### src/rtl/sad_search_ctrl.sv
// sad_search_ctrl: sequences a 4-pixel SAD datapath over NUM_CAND candidates and keeps the minimum SAD.
// Optional early-exit threshold compare is built when SAD_SEARCH_CTRL_THRESH_EN is defined.
module sad_search_ctrl #(
  parameter int WIDTH     = 8,
  parameter int NUM_STEPS = 4,
  parameter int NUM_CAND  = 16,
  localparam int CAND_W   = (NUM_CAND > 1) ? $clog2(NUM_CAND) : 1,
  localparam int STEP_W   = $clog2(NUM_STEPS),
  localparam int SAD_W    = WIDTH + 5
) (
  input  logic              clk,
  input  logic              rst_n,
  input  logic              start,
  input  logic              pix_valid,
  input  logic [SAD_W-1:0]  sad_in,
`ifdef SAD_SEARCH_CTRL_THRESH_EN
  input  logic [SAD_W-1:0]  thresh,
  output logic              early_hit,
`endif
  output logic              sad_rst,
  output logic              en_in,
  output logic              en_acum,
  output logic              en_out,
  output logic [CAND_W-1:0] cand_idx,
  output logic [STEP_W-1:0] step_idx,
  output logic              busy,
  output logic              done,
  output logic [SAD_W-1:0]  best_sad,
  output logic [CAND_W-1:0] best_idx
);

  typedef enum logic [2:0] {
    S_IDLE, S_CLR, S_LOAD, S_FLUSH, S_CMP, S_FIN
  } state_t;

  state_t             state_q;
  logic               sad_rst_q, en_acum_q, en_out_q, busy_q, done_q;
  logic [CAND_W-1:0]  cand_q, best_idx_q;
  logic [STEP_W-1:0]  step_q;
  logic [SAD_W-1:0]   best_sad_q;
  logic               last_step, last_cand, better, thresh_hit;

`ifdef SAD_SEARCH_CTRL_THRESH_EN
  logic [SAD_W-1:0]   thresh_q;
  logic               early_hit_q;
  assign thresh_hit = (sad_in <= thresh_q);
  assign early_hit  = early_hit_q;
`else
  assign thresh_hit = 1'b0;
`endif

  assign last_step = (step_q == STEP_W'(NUM_STEPS - 1));
  assign last_cand = (cand_q == CAND_W'(NUM_CAND - 1));
  assign better    = (sad_in < best_sad_q);

  // en_in is the only combinational enable so a fetch can load in the cycle it arrives.
  assign en_in    = (state_q == S_LOAD) && pix_valid;
  assign sad_rst  = sad_rst_q;
  assign en_acum  = en_acum_q;
  assign en_out   = en_out_q;
  assign cand_idx = cand_q;
  assign step_idx = step_q;
  assign busy     = busy_q;
  assign done     = done_q;
  assign best_sad = best_sad_q;
  assign best_idx = best_idx_q;

  always_ff @(posedge clk or negedge rst_n) begin
    if (!rst_n) begin
      state_q     <= S_IDLE;
      sad_rst_q   <= 1'b0;
      en_acum_q   <= 1'b0;
      en_out_q    <= 1'b0;
      busy_q      <= 1'b0;
      done_q      <= 1'b0;
      cand_q      <= '0;
      step_q      <= '0;
      best_sad_q  <= '0;
      best_idx_q  <= '0;
`ifdef SAD_SEARCH_CTRL_THRESH_EN
      thresh_q    <= '0;
      early_hit_q <= 1'b0;
`endif
    end else begin
      sad_rst_q <= 1'b0;
      done_q    <= 1'b0;
      en_acum_q <= en_in && !last_step;
      en_out_q  <= en_in && last_step;
      case (state_q)
        S_IDLE: begin
          if (start) begin
            state_q    <= S_CLR;
            busy_q     <= 1'b1;
            sad_rst_q  <= 1'b1;
            cand_q     <= '0;
            step_q     <= '0;
            best_sad_q <= '1;
            best_idx_q <= '0;
`ifdef SAD_SEARCH_CTRL_THRESH_EN
            thresh_q    <= thresh;
            early_hit_q <= 1'b0;
`endif
          end
        end
        S_CLR: state_q <= S_LOAD;
        S_LOAD: begin
          if (pix_valid) begin
            if (last_step) begin
              step_q  <= '0;
              state_q <= S_FLUSH;
            end else begin
              step_q <= step_q + STEP_W'(1);
            end
          end
        end
        S_FLUSH: state_q <= S_CMP;
        S_CMP: begin
          if (better) begin
            best_sad_q <= sad_in;
            best_idx_q <= cand_q;
          end
          if (thresh_hit || last_cand) begin
`ifdef SAD_SEARCH_CTRL_THRESH_EN
            if (thresh_hit) early_hit_q <= 1'b1;
`endif
            state_q <= S_FIN;
            busy_q  <= 1'b0;
            done_q  <= 1'b1;
          end else begin
            cand_q    <= cand_q + CAND_W'(1);
            sad_rst_q <= 1'b1;
            state_q   <= S_CLR;
          end
        end
        S_FIN:   state_q <= S_IDLE;
        default: state_q <= S_IDLE;
      endcase
    end
  end

endmodule

### config.mk
export PLATFORM = sky130hd
export DESIGN_NAME = sad_search_ctrl
export DESIGN_NICKNAME = d
export VERILOG_FILES = /design/src/rtl/sad_search_ctrl.sv
export SDC_FILE = /design/constraint.sdc
export NUM_CORES = 1
export LEC_CHECK = 0
export ABC_AREA = 1
export BUFFER_PORTS_ARGS = -buffer_cell sky130_fd_sc_hd__buf_2
export CAP_MARGIN = 20
export CORE_MARGIN = 5
export CORE_UTILIZATION = 30
export CTS_CLUSTER_SIZE = 16
export DETAILED_ROUTE_END_ITERATION = 6
export GPL_TIMING_DRIVEN = 0
export HOLD_SLACK_MARGIN = 0.1
export PLACE_DENSITY_LB_ADDON = 0.2
export SYNTH_ARGS = -nofsm -noshare
export SYNTH_HDL_FRONTEND = slang
export SYNTH_SLANG_ARGS = --single-unit
### constraint.sdc
create_clock -name clk -period 4 [get_ports clk]
set_input_delay 0.6 -clock clk [delete_from_list [all_inputs] [get_ports clk]]
set_output_delay 0.6 -clock clk [all_outputs]
set_load 0.02 [all_outputs]
Word-level counts from Yosys, hierarchy flattened
Cells that the tools add are included.

Register bits after elaboration: 31. Latch bits: 0. RAM bits: 0. Memory bits (read-only): 0. Bits of input ports: 17. Output and inout port bits: 29. Word-level logic and storage cells: 62. Memories kept: 0.

Add/sub/neg operators: 2. Multiply operators: 0. Div/mod/pow operators: 0. $lt $le $gt $ge: 1. Equal/unequal tests: 12. Shift operators: 0. Muxes and demuxes: 25. Bitwise gates (word level): 0. Reductions and logical operators: 12.

Operators by type and width (number): 13-bit two-way mux (2); 13-bit one-hot mux with 2 select lines (1); 4-bit one-hot mux with 2 select lines (2); 3-bit one-hot mux with 5 select lines (1); 3-bit AND reduction (5); 13-bit less-than comparator (1); 3-bit two-way mux (4); 4-bit two-way mux (3); 2-bit inequality test (second input constant) (6); 3-bit by 2-bit == test with 1-bit output (second input constant) (2); 1-bit two-way mux (6); 2-bit two-way mux (3); 4-bit by 1-bit adder with 4-bit output (second input constant) (1); 4-bit == test (second input constant) (1); 1-bit one-hot mux with 2 select lines (2); 2-bit one-hot mux with 2 select lines (1); 2-bit nonzero test (2); 3-bit by 1-bit == test with 1-bit output (second input constant) (1); 3-bit == test (second input constant) (1); 1-bit logical AND (3); 3-bit zero test (1); 2-bit by 1-bit adder with 2-bit output (second input constant) (1); 2-bit == test (second input constant) (1); 1-bit zero test (1).

Depth between registers and ports, before layout
Depth after elaboration: 4. Gate-level depth with buffers: 12. Depth with buffers taken out: 11.

Worst setup path before layout
No wires, ideal clock.

Path type: input -> register. From: input port sad_in[12]. To: register best_sad_q[12], in the netlist best_sad[12]. Library setup time: 0.117 ns. Arrival: 1.696 ns. Data required time: 3.883 ns. Path slack: 2.187 ns. Stages: 11. Path buffers: 1. Cells stage by stage: ha_1 nand2_1 nor2_2 nand2_1 nor2_1 nand2_1 nand2_4 nand2_4 buf_8 nand2_1 nand2_1.

Longest elaborated chain between the ends: 3. Elaborated cells between the ends (all ways): 5. Those cells by class: order compare: 1; eq/ne: 1; mux: 2; reduce/logical: 1.

RTL lines: from (decl) (RTL line 15) `input logic [SAD_W-1:0] sad_in,`; 13-bit less-than comparator (RTL line 54) `assign better = (sad_in < best_sad_q);`; 2-bit inequality test (no source line); 3-bit AND reduction (no source line); to (signal assigned) (RTL line 119) `best_sad_q <= sad_in;`; to (decl) (RTL line 40) `logic [SAD_W-1:0] best_sad_q;`.

Parallel ways exist; a longest one is shown, timed or not. The select of a mux whose other input is x is not followed. A chain may end at the register's enable or synchronous reset.

Worst setup path in the final report
From: register state_q[2]. To: output port en_in.

Longest elaborated chain between the ends: 2.

RTL lines: from (decl) (RTL line 36) `state_t state_q;`; from (signal assigned) (RTL line 70) `state_q <= S_IDLE;`; from (signal assigned) (RTL line 92) `state_q <= S_CLR;`; from (signal assigned) (RTL line 105) `S_CLR: state_q <= S_LOAD;`; 3-bit by 2-bit == test with 1-bit output (RTL line 57) `assign en_in = (state_q == S_LOAD) && pix_valid;`; 1-bit logical AND (RTL line 57); to (decl) (RTL line 21) `output logic en_in,`.

No other way between the ends.

==> results <==
- The fraction of the mapped netlist area in compound gates is under 10%.
- The clock net in this run drives a total of 31 sinks.
- The number of buffers added for setup after CTS is 0.
- Global routing finished with a remaining overflow of 0.
- The total number of H-tree levels is 2.
- The switching power as a share of total power is ~46%.
- For this design, the CTS-stage hold fixing added 0 buffers.
- The number of vias in the routed layout is ~1.5k.
- The top fanout value on the critical path is 7.
- The tool flagged a number of max-cap violations equal to 0.
- Measured against its own limit, the worst slew margin works out to between 50% and 60%.
- The basic-gate share of the synthesized area counting and, or, nand and nor cells is between 30% and 40%.
- The number of placed I/O pins is 46.
- In the final routed layout, each cell accounts on average for around 12 microns.
- For the worst-skew pair, the clock arrives at the later sink with an insertion delay of a little under 0.3 ns.
- The largest voltage drop on the vdd net is around 0.28 mV.
- The mux contribution to synthesized area is 0%.
- Of the total synthesized cell area, the portion taken by full adders, half adders and majority gates is 9.986%.
- Leaving out fill and tap cells, the most frequent cell in the layout is nand2_1.
- The final clock period utilization by the worst path is between 40% and 50%.
- Once the clock tree was built, the resizer swapped 0 gates to a different size.
- The initial antenna violation count is 0.
- The element type at the critical path end is an output port.
- STA puts the critical path data required time at approximately 3.4 ns.
- The post-route setup TNS is 0 ns.
- The cell count of the worst reg-to-reg path is 11.
- Summed over all nets, the switching power comes to approximately 0.70 mW.
- The count of antenna-violating nets left after detailed routing is 0.
- Synthesis produced a netlist whose cell count is approximately 220.
- The share of the Yosys chip area taken by registers is ~44%.
- The worst-case register-to-register setup slack is 2.18 ns.
- The worst setup path is of the reg2out kind.
- In this run the power density over the cells is a little over 700 mW/mm^2.
- The total leakage power is between 1 and 1.5 nW.
- In this run, the number of DRC markers left after iteration 0 of detailed routing was 55.
- Per report_power, the clock group accounts for 16.1% of the total.
- Clock-pin slew was measured on the worst setup and hold paths at ~0.070 ns.
- The number of unique standard cell types used by synthesis is 19.
- The number of nets produced by synthesis is 255.
- The total clock buffers created by CTS is 5.
- After layout, the design draws a total of roughly 1.5 mW.
- The floorplan step set the die height to between 80 and 90 microns.
- Leaving out fill and tap cells, the most frequent cells in the layout are nand2_1, buf_2, inv_1.
- Cells with a size suffix above 1 make up a little over a quarter of the layout.
- The fmax is roughly 500 MHz.
- The largest family of logic cells by synthesized area is simple AND/OR/NAND/NOR gates.
- The worst register-to-register path ends at best_sad[12].
- The xor-xnor portion of the synthesized cell area is 0%.
- In the global route stage, overall resource usage came out at 12.53%.
- The register bit total from synthesis is 31.
- The initial cell density of the core is between 30 and 40%.
- The area inside the core boundary is around 0.0056 sq mm.
- The Yosys warning count is 0.
- The post-detailed-placement half-perimeter wirelength is approximately 3100 microns.
- The count of final hold-check violations is 0.
- The die is roughly 86 microns wide.
- The via count of the first global-routing pass is about 1.6k.
- The number of buffers between clock root and the deepest sink is 2.
- The routed design has 4233 microns of wire.
- The post-detailed-route DRC marker count is 0.
- The mapped cell area is ~0.0018 sq mm.
- The layout overhead on the synthesized area is 22.82%.
- The count of TritonRoute iterations in the first routing pass is 4.
- After synthesis, the mean cell area works out to between 7 and 8 sq um.
- The signal arrival time at the worst endpoint is roughly 1.4 ns.
- Setup slack closes at roughly 2 ns.
- The final count of pins violating max slew is 0.
- Setup repair after global routing left no endpoint under its margin.
- Entering global routing, the biggest net connects 32 pins.
- The flow ran to the end, and the final reports show no timing, DRC or antenna violations.
- After the last flow step, the layout net total stands at approximately 300.
- The standard-cell row count is 27.
- The first-pass GRT wire length is 7320 microns.
- At the pin with the least slew margin, the transition time is a little over 0.7 ns.
- The sequential cell fraction of total power is 34.0%.
- In this run the critical register-to-register path is launched from best_sad[12].
- Across the routed clock network, the largest skew measured is just under 0.005 ns.
- The die covers 0.007476 sq mm.
- The congestion estimate from routability-driven global placement came to ~0.75.
- The kind of launch point of the worst setup path is a flop.
- TritonCTS built the clock tree.
- At the placement stage, the worst setup path has a slack of roughly 1.9 ns.
- The root buffer selected by CTS is clkbuf_8.
- The antenna diode instance count is 0.
- The total setup violations reported at the end of the flow is 0.
- The min-delay analysis places its worst path in the category in2async.
- The worst setup path startpoint is state_q[2].
- The minimum clock period after layout is ~2 ns.
- The number of buffers inserted by port buffering is 45.
- Of the total power, combinational logic draws roughly half.
- The internal power summed over all cells is approximately 0.83 mW.
- Dividing the detail-routed via count by the number of cells gives approximately 4.4.
[Yosys cell counts (all sizes together)]
| library cell | instances | share of area, % |
|---|---|---|
| inv | 33 | 7.1 |
| or2 | 12 | 4.3 |
| a21oi | 4 | 1.4 |
| o31ai | 1 | 0.43 |
| o32ai | 1 | 0.50 |
| nand3 | 25 | 7.1 |
| dfrtp | 31 | 44 |
| ha | 14 | 10 |
| nor3 | 1 | 0.29 |
| o21a | 1 | 0.43 |
| o21ai | 5 | 1.4 |
| buf | 6 | 2.3 |
| a211oi | 1 | 0.43 |
| nor2 | 16 | 3.7 |
| nand2 | 73 | 16 |
[worst max-delay path, cell delays in order, from the launching register on]
cell and delay [ns]:
dfrtp_1 0.45, inv_1 0.08, nand3_1 0.11, inv_1 0.11, nand2_1 0.10, inv_1 0.06, buf_2 0.15
[logic make-up (layout without fill, tap and decap cells)]
group	count (synthesis)	count (layout)
flip-flops	31	31
AO/OA/AOI/OAI	13	13
adder cells (fa/ha/maj)	14	14
buffers and inverters	39	92
AND/OR/NAND/NOR	127	127
[sequential cells by signal, indices dropped and copies added (netlist names)]
register / count
busy: 1
sad_rst: 1
step_idx: 2
best_idx: 4
done: 1
state_q: 3
best_sad: 13
en_acum: 1
cand_idx: 4
en_out: 1
[worst max-delay path by stage]
stage | end | slack [ns]
4_1_cts | en_in | 2.03
3_5_place_dp | best_idx[1] | 1.86
3_3_place_gp | best_sad[4] | 1.88
6_report | en_in | 2.05
5_1_grt | en_in | 1.89
2_1_floorplan | best_sad[12] | 2.19
[final cells by class]
| class | instances | area [sq um] |
|---|---|---|
| fill | 620 | 3453 |
| multi-input combinational | 154 | 814.5 |
| sequential | 31 | 775.7 |
| timing repair buffer | 45 | 225.2 |
| inverter | 33 | 123.9 |
| tap | 72 | 90.09 |
| clock buffer | 6 | 72.57 |
| buffer | 6 | 40.04 |
| clock inverter | 2 | 12.51 |
[stage by stage]
step                cell area [sq um]  util (%)  hold WS (ns)  cells
detailed placement               2069     36.90        0.4982    341
finish                           2155     38.42        0.3650    349
global route                     2155     38.42        0.4444    349
CTS                              2155     38.42        0.3891    349
floorplan                        1754         -        0.3044    224
global placement                 2069     36.90        0.4787    341
[routing by layer]
metal  GRT usage [%]  vias to the layer above  routed length (microns)
li1                -                      802                        -
met1           16.45                      687                     2080
met2           19.33                       42                     1837
met3           3.232                        7                      243
met4           5.524                        0                       72
met5               0                        -                        0
[power groups by stage]
stage	combinational (mW)	clock (mW)	sequential, mW
final	0.765	0.248	0.521
after global routing	0.891	0.272	0.540
after CTS	0.785	0.259	0.522
after detailed placement	0.781	0	0.528
after global placement	0.770	0	0.527
after floorplan	0.434	0	0.636
No activity file was read; power rests on OpenSTA's default activity.
